===== config.mk =====
export PLATFORM = sky130hd
export DESIGN_NAME = uart_tx_fifo
export DESIGN_NICKNAME = d
export VERILOG_FILES = /design/src/rtl/uart_tx_fifo.sv
export SDC_FILE = /design/constraint.sdc
export NUM_CORES = 1
export LEC_CHECK = 0
export CAP_MARGIN = 10
export CORE_MARGIN = 2
export CORE_UTILIZATION = 35
export DETAILED_ROUTE_END_ITERATION = 7
export SYNTH_ARGS = -nofsm -noshare
export SYNTH_HDL_FRONTEND = slang
export SYNTH_SLANG_ARGS = --single-unit

===== constraint.sdc =====
create_clock -name clk -period 3.4 [get_ports clk]
set_clock_uncertainty 0.15 [all_clocks]
set_input_delay 0.34 -clock clk [delete_from_list [all_inputs] [get_ports clk]]
set_output_delay 0.34 -clock clk [all_outputs]
set_load 0.02 [all_outputs]

===== src/rtl/uart_tx_fifo.sv =====
// Byte FIFO feeding an 8N1 UART transmitter; define UART_TX_PARITY_EN for 8E1 frames.
// Latency: a byte written into an empty FIFO while idle drives tx low on the next edge.
// Backpressure: wr_ready drops while the FIFO is full or rst is high.
module uart_tx_fifo #(
    parameter int CLK_HZ     = 50000000,
    parameter int BAUD       = 115200,
    parameter int FIFO_DEPTH = 4
) (
    input  logic                          clk,
    input  logic                          rst,
    input  logic                          wr_valid,
    input  logic [7:0]                    wr_data,
    output logic                          wr_ready,
    output logic                          tx,
    output logic                          busy,
    output logic [$clog2(FIFO_DEPTH):0]   fifo_count
);
    localparam int CPB = CLK_HZ / BAUD;
    localparam int BW  = $clog2(CPB);
    localparam int PW  = $clog2(FIFO_DEPTH);
    localparam int CW  = PW + 1;
    localparam logic [CW-1:0] FULL     = CW'(FIFO_DEPTH);
    localparam logic [BW-1:0] BAUD_MAX = BW'(CPB - 1);

    typedef enum logic [2:0] {
        S_IDLE,
        S_START,
        S_DATA,
`ifdef UART_TX_PARITY_EN
        S_PARITY,
`endif
        S_STOP
    } state_t;

    logic [7:0]    mem_q [FIFO_DEPTH];
    logic [PW-1:0] wr_ptr_q, rd_ptr_q;
    logic [CW-1:0] count_q, count_d;
    state_t        state_q;
    logic [BW-1:0] baud_q;
    logic [2:0]    bit_q;
    logic [7:0]    shift_q;
    logic          tx_q;
`ifdef UART_TX_PARITY_EN
    logic          parity_q;
`endif

    logic baud_done, fifo_empty, push, pop;

    assign baud_done  = (baud_q == BAUD_MAX);
    assign fifo_empty = (count_q == '0);
    assign wr_ready   = !rst && (count_q != FULL);
    assign push       = wr_valid && wr_ready;
    // The FSM takes a byte either from idle or straight out of a stop bit.
    assign pop        = !fifo_empty && ((state_q == S_IDLE) || (state_q == S_STOP && baud_done));

    assign tx         = tx_q;
    assign busy       = (state_q != S_IDLE) || !fifo_empty;
    assign fifo_count = count_q;

    always_comb begin
        count_d = count_q;
        case ({push, pop})
            2'b10:   count_d = count_q + CW'(1);
            2'b01:   count_d = count_q - CW'(1);
            default: count_d = count_q;
        endcase
    end

    always_ff @(posedge clk) begin
        if (push) begin
            mem_q[wr_ptr_q] <= wr_data;
        end
    end

    always_ff @(posedge clk) begin
        if (rst) begin
            wr_ptr_q <= '0;
            rd_ptr_q <= '0;
            count_q  <= '0;
        end else begin
            if (push) wr_ptr_q <= wr_ptr_q + PW'(1);
            if (pop)  rd_ptr_q <= rd_ptr_q + PW'(1);
            count_q <= count_d;
        end
    end

    always_ff @(posedge clk) begin
        if (rst) begin
            state_q  <= S_IDLE;
            baud_q   <= '0;
            bit_q    <= '0;
            shift_q  <= '0;
            tx_q     <= 1'b1;
`ifdef UART_TX_PARITY_EN
            parity_q <= 1'b0;
`endif
        end else if (pop) begin
            shift_q  <= mem_q[rd_ptr_q];
`ifdef UART_TX_PARITY_EN
            parity_q <= ^mem_q[rd_ptr_q];
`endif
            tx_q     <= 1'b0;
            baud_q   <= '0;
            state_q  <= S_START;
        end else begin
            case (state_q)
                S_IDLE: begin
                    tx_q <= 1'b1;
                end
                S_START: begin
                    if (baud_done) begin
                        baud_q  <= '0;
                        bit_q   <= '0;
                        tx_q    <= shift_q[0];
                        state_q <= S_DATA;
                    end else begin
                        baud_q <= baud_q + BW'(1);
                    end
                end
                S_DATA: begin
                    if (baud_done) begin
                        baud_q <= '0;
                        if (bit_q == 3'd7) begin
`ifdef UART_TX_PARITY_EN
                            tx_q    <= parity_q;
                            state_q <= S_PARITY;
`else
                            tx_q    <= 1'b1;
                            state_q <= S_STOP;
`endif
                        end else begin
                            bit_q   <= bit_q + 3'd1;
                            shift_q <= shift_q >> 1;
                            tx_q    <= shift_q[1];
                        end
                    end else begin
                        baud_q <= baud_q + BW'(1);
                    end
                end
`ifdef UART_TX_PARITY_EN
                S_PARITY: begin
                    if (baud_done) begin
                        baud_q  <= '0;
                        tx_q    <= 1'b1;
                        state_q <= S_STOP;
                    end else begin
                        baud_q <= baud_q + BW'(1);
                    end
                end
`endif
                S_STOP: begin
                    if (baud_done) begin
                        baud_q  <= '0;
                        state_q <= S_IDLE;
                    end else begin
                        baud_q <= baud_q + BW'(1);
                    end
                end
                default: begin
                    tx_q    <= 1'b1;
                    state_q <= S_IDLE;
                end
            endcase
        end
    end
endmodule


==> results.ini, run 1 <==
[timing]
setup_viol = 0
tns_ps = 0
rsz0062_at_grt = no
hold_ws_ps = 316.8
worst_pin_slew_ps = 629.9
period_minus_slack_ps = 2672
timing.final.crit_share_pct = 78.60
slew_violations = 0
maxSlewHeadroom_pct = 57.69
finalHoldViolCount = 0
fmax_ghz = 0.3742

[yosys]
synthXorXnorAreaFrac_pct = 3.647
synth_seq_cells = 64
ys_types = 38
ys_warn_count = 0
synth_area_sq_um = 2882
synth.net_count = 260
postSynthCellCount = 235
synthAdderAreaFrac_pct = 6.340
synth_simple_gate_area_share_pct = 12.81
synth_top_family_by_area = simple AND/OR/NAND/NOR gates
synthMuxAreaShare_pct = 9.726
synth_compound_area_share_pct = 8.771
synth.yosys.seq_area_share_pct = 55.58
syn_avg_cell_area_sq_um = 12.26

[job]
maxCapViolCount = 0

[placement]
gp_congestion = 0.8508
place_area_sq_um = 3168
dpl.hpwl_mm = 3.433
port_buffers = 16

[power_and_ir_drop]
ir_drop_uv = 373.1
power.density_nw_per_um2 = 742.5
cellLeakagePower_uw = 0.001142

[cts]
postCtsSetupBuffers = 0
cts_tree = built
cts_buffer_depth = 2
cts_buffers = 9
clk_pin_slew_ps = 70
cts-root-buf = clkbuf_8
cts.hold.buffers_added = 0
clock_latency_ps = 340
htreeDepth = 3
cts_resized = 0
clock-sinks = 64

[critical_path]
cp.required_ps = 3520
cp_data_arrival_time_ps = 2790
start_kind = flip-flop
critPathKind = reg -> reg
cp-end-kind = flip-flop
crit_fanout = 11

[cells_and_area]
diodes = 0
synthToLayoutAreaGrowth_pct = 18.37
drive_gt1_share_pct = 12.98
final_util_pct = 42.15
nets = 282
layout_common_cells = 32 x dfxtp_1, 32 x edfxtp_1, 26 x nor2_1, 16 x clkdlybuf4s50_1, 15 x inv_1
fin_area_sq_um = 3411

[global_routing]
grt_pass1_wl_mm = 8.300
overflow = 0
grt_max_degree = 23
track_usage_pct = 12.43
antenna_found_initial = 0
grt_pass1_vias = 1717

[drt]
via_per_inst = 4.864
ant_nets = 0
wirelength_mm = 4.937
wire_per_inst_microns = 13.45
dr.first_iter.drc_count = 57
detail_route.drc_violations = 0
vias = 1785
drtPass1Iterations = 4

[floorplan]
die_area_sq_um = 8975
io_pins = 17
die_height_microns = 94.74
initial_core_util_pct = 35.61
core_sq_um = 8093
rows = 33
fp.dieW_microns = 94.74

[worst_hold_path]
min_path_type = reg -> reg

[status]
status = completed

## registers in the layout, summed over array words and instances, names as in the netlist, named ones only
signal	cells
mem_q	32
baud_q	9
shift_q	8
bit_q	3
fifo_count	3
rd_ptr_q	2
state_q	2
wr_ptr_q	2
tx	1
## through the flow
step                cells  setup slack (ps)  power, uW
floorplan             235             862.1       1557
global placement      351             865.1       1756
detailed placement    351             771.5       1767
CTS                   367             733.1       2569
global route          367             608.8       2697
finish                367             727.6       2533
## final cells by class
cell class	instances	area (sq um)
Sequential cell	64	1602
Fill cell	795	4682
Clock buffer	9	123.9
Timing Repair Buffer	19	182.7
Inverter	15	56.30
Clock inverter	7	118.9
Tap cell	105	131.4
Multi-Input combinational cell	148	1196
## cell usage after synthesis
master      n  area, sq um
a211oi_1    1        7.510
a211oi_2    4        50.05
a21oi_1    13        65.06
a31oi_1     3        18.77
and2_1      5        31.28
and4b_1     1        10.01
and4bb_2    1        12.51
buf_1       1        3.750
buf_2       2        10.01
clkbuf_1    4        15.01
clkbuf_2    1        5.000
dfxtp_1    32        640.6
edfxtp_1   32        960.9
fa_1        1        20.02
ha_1       13        162.7
inv_1      15        56.30
mux2i_1    10        100.1
mux4_2      8        180.2
nand2_1    12        45.04
nand2b_1    1        6.260
nand3_1     2        10.01
nand3b_1    1        7.510
nand4_1     1        6.260
nand4b_1    3        26.28
nand4bb_4   1        27.53
nor2_1     26        97.59
nor2b_1     1        6.260
nor3_1      3        15.01
nor4_4      1        21.27
nor4b_1     1        8.760
o211a_1     2        20.02
o21ai_0     9        45.04
o21ai_1     1        5.000
o31a_1      3        26.28
o31ai_1     2        15.01
or3_1       6        37.54
xnor2_1     7        61.31
xor2_1      5        43.79
## power breakdown
group | internal [uW] | switching (uW) | total (uW)
Combinational | 339 | 382 | 722
Clock | 488 | 302 | 790
Sequential | 919 | 101 | 1020
## worst max-delay path, cell delays in order, from the launching register on
cell and delay (ps):
dfxtp_1 340, inv_1 90, ha_1 390, o31a_1 290, a31oi_2 70, inv_1 80
ha_1 170, inv_1 60, fa_1 370, xor2_1 160, or3_1 300, a21oi_1 130
## metal layers
layer	routed length [microns]	global-route usage, %	up-vias
met5	0	0	-
met2	2435	20.69	34
met3	159	3.352	10
li1	-	-	898
met1	2240	14.98	843
met4	102	5.797	0
## path summary, 6_finish.rpt
kind | start | end | slack (ps) | depth (start not counted)
setup / recovery | state_q[0] | fifo_count[2] | 730 | 11
hold / removal | bit_q[1] | bit_q[1] | 320 | 2
setup reg to reg | state_q[0] | fifo_count[2] | 730 | 11
hold reg to reg | bit_q[1] | bit_q[1] | 320 | 2
## kinds of logic (layout without fill, tap and decap cells)
group	Yosys count	count (layout)
simple gates	66	66
flops	64	64
compound gates	38	38
buf+inv	23	50
mux	18	18
fa+ha+maj	14	14
xor+xnor	12	12
Note: power is estimated with default switching activity, not from simulation.
==> run 2: changes to the inputs <==
- clock period: 3.4 -> 2.4 ns (I/O delays scaled with it)
==> run 2 against run 1 <==
Clock-buffer cell count stayed put; final area rose by 4.0%; first-iteration DRC count did not move; critical endpoint unchanged.
==> results.ini, run 2 (synthesized netlist as in run 1, its figures left out) <==
[drt]
dr.first_iter.drc_count = 57
via_per_inst = 4.799
detail_route.drc_violations = 0
wirelength_mm = 5.117
wire_per_inst_microns = 13.36
drtPass1Iterations = 4
ant_nets = 0
vias = 1838

[global_routing]
grt_pass1_wl_mm = 8.811
overflow = 0
track_usage_pct = 13.00
antenna_found_initial = 0
grt_max_degree = 23
grt_pass1_vias = 1869

[worst_hold_path]
min_path_type = reg -> reg

[critical_path]
r2r_cells = 10
crit_top_cell = inv_1
crit_fanout = 4
path_cells = ha_1 -> and4b_2 -> a31oi_4 -> inv_1 -> ha_2 -> inv_1 -> fa_2 -> xor2_1 -> or3_1 -> a21oi_2
cp_data_arrival_time_ps = 2450
cp-endpoint = fifo_count[2]
cp-end-kind = flip-flop
crit_start = baud_q[0]
cp.required_ps = 2530
rr_endpoint = fifo_count[2]
r2r_start = baud_q[0]
critPathKind = reg -> reg
max_stage_delay_ps = 370
start_kind = flip-flop
critPathSlowestCell = dfxtp_4
rrSetupSlack_ps = 90

[timing]
layout_setup_ws_ps = 87.49
setup_viol = 0
slew_violations = 0
worst_pin_slew_ps = 570.5
hold_ws_ps = 319.2
fmax_ghz = 0.4324
maxSlewHeadroom_pct = 61.91
finalHoldViolCount = 0
period_minus_slack_ps = 2313
timing.final.crit_share_pct = 96.35

[power_and_ir_drop]
cellLeakagePower_uw = 0.001223
ir_drop_uv = 733.7
finalPower_uw = 3621
power.density_nw_per_um2 = 1021

[cts]
cts_buffers = 9
cts-root-buf = clkbuf_8
clk_pin_slew_ps = 80
clock_latency_ps = 340
cts.hold.buffers_added = 0
htreeDepth = 3
clock-sinks = 64
cts_buffer_depth = 2
cts_tree = built

[floorplan]
fp.dieW_microns = 94.74
die_area_sq_um = 8975
die_height_microns = 94.74
rows = 33
core_sq_um = 8093
initial_core_util_pct = 35.61
io_pins = 17

[cells_and_area]
layout_common_cells = 32 x edfxtp_1, 29 x dfxtp_1, 26 x nor2_1, 19 x buf_4
reg_top3 = mem_q (32), baud_q (9), shift_q (8)
largest_reg_flops = 32
nets = 298
synthToLayoutAreaGrowth_pct = 23.10
diodes = 0
layout_commonest_cell = edfxtp_1
top_register = mem_q
nFillCells = 773
drive_gt1_share_pct = 21.58

[job]
maxCapViolCount = 0

[placement]
dpl.hpwl_mm = 3.594
port_buffers = 16
gp_congestion = 0.8054
place_ws_ps = 31.42

[status]
status = completed

-- run 2: cell types whose count changed in the layout (fill, tap and decap cells not counted), sizes merged --
cell / before / now
dlygate4sd2: 0 / 1
inv: 16 / 17
buf: 3 / 19
clkdlybuf4s50: 16 / 15
bufinv: 3 / 2
clkinvlp: 1 / 0
clkinv: 2 / 3
-- run 2: layer usage --
metal / GRT usage (%) / wire length [microns] / vias to the layer above
met5: 0 / 0 / -
met3: 4.070 / 198 / 8
met2: 21.34 / 2466 / 27
li1: - / - / 924
met1: 15.82 / 2372 / 879
met4: 5.435 / 80 / 0
-- run 2: worst min-delay path by stage --
stage / from / to / depth (start not counted)
3_3_place_gp: bit_q[2] / bit_q[2] / 2
4_1_cts: bit_q[1] / bit_q[1] / 2
5_1_grt: bit_q[1] / bit_q[1] / 2
3_5_place_dp: bit_q[1] / bit_q[1] / 2
6_report: bit_q[1] / bit_q[1] / 2
2_1_floorplan: wr_data[0] / mem_q[0][0] / 0
-- run 2: repair_timing --
item / CTS / global route
hold endpoints to repair: 0 / 0
endpoints found under the setup margin: 1 / 1
setup buffers: 0 / 3
gates resized for setup: 1 / 5
pin swaps: 0 / 1
-- run 2: area by class of cell --
type                    instances  area [sq um]  share of cell area, %
flip-flops and latches         64          1608                  45.33
inverters                      15         56.30                  1.587
multi-input cells             148          1222                  34.46
repair buffers                 35         301.5                  8.501
clock inverters                 7         103.9                  2.928
well taps                     105         131.4                  3.704
clock buffers                   9         123.9                  3.492
-- run 2: critical path: cells and delay by family, from the launching register on --
family / cells / cell delay (ps)
adders and majority gates: 3 / 670
buffers and inverters: 2 / 120
AOI/OAI and AO/OA: 2 / 210
and+or+nand+nor: 2 / 590
xor gates and xnor gates: 1 / 150
DFF: 1 / 370
-- run 2: report_power, final --
group | switching (uW) | internal (uW)
combinational | 587 | 548
sequential | 136 | 1310
clock | 445 | 597
-- run 2: metrics by stage --
step	area, sq um	TNS, ps	std cells	utilization [%]
2_1_floorplan	2915	0	235	-
3_3_place_gp	3287	0	364	40.62
3_5_place_dp	3287	0	364	40.62
4_1_cts	3513	0	380	43.41
5_1_grt	3547	-33.88	383	43.83
6_report	3547	0	383	43.83
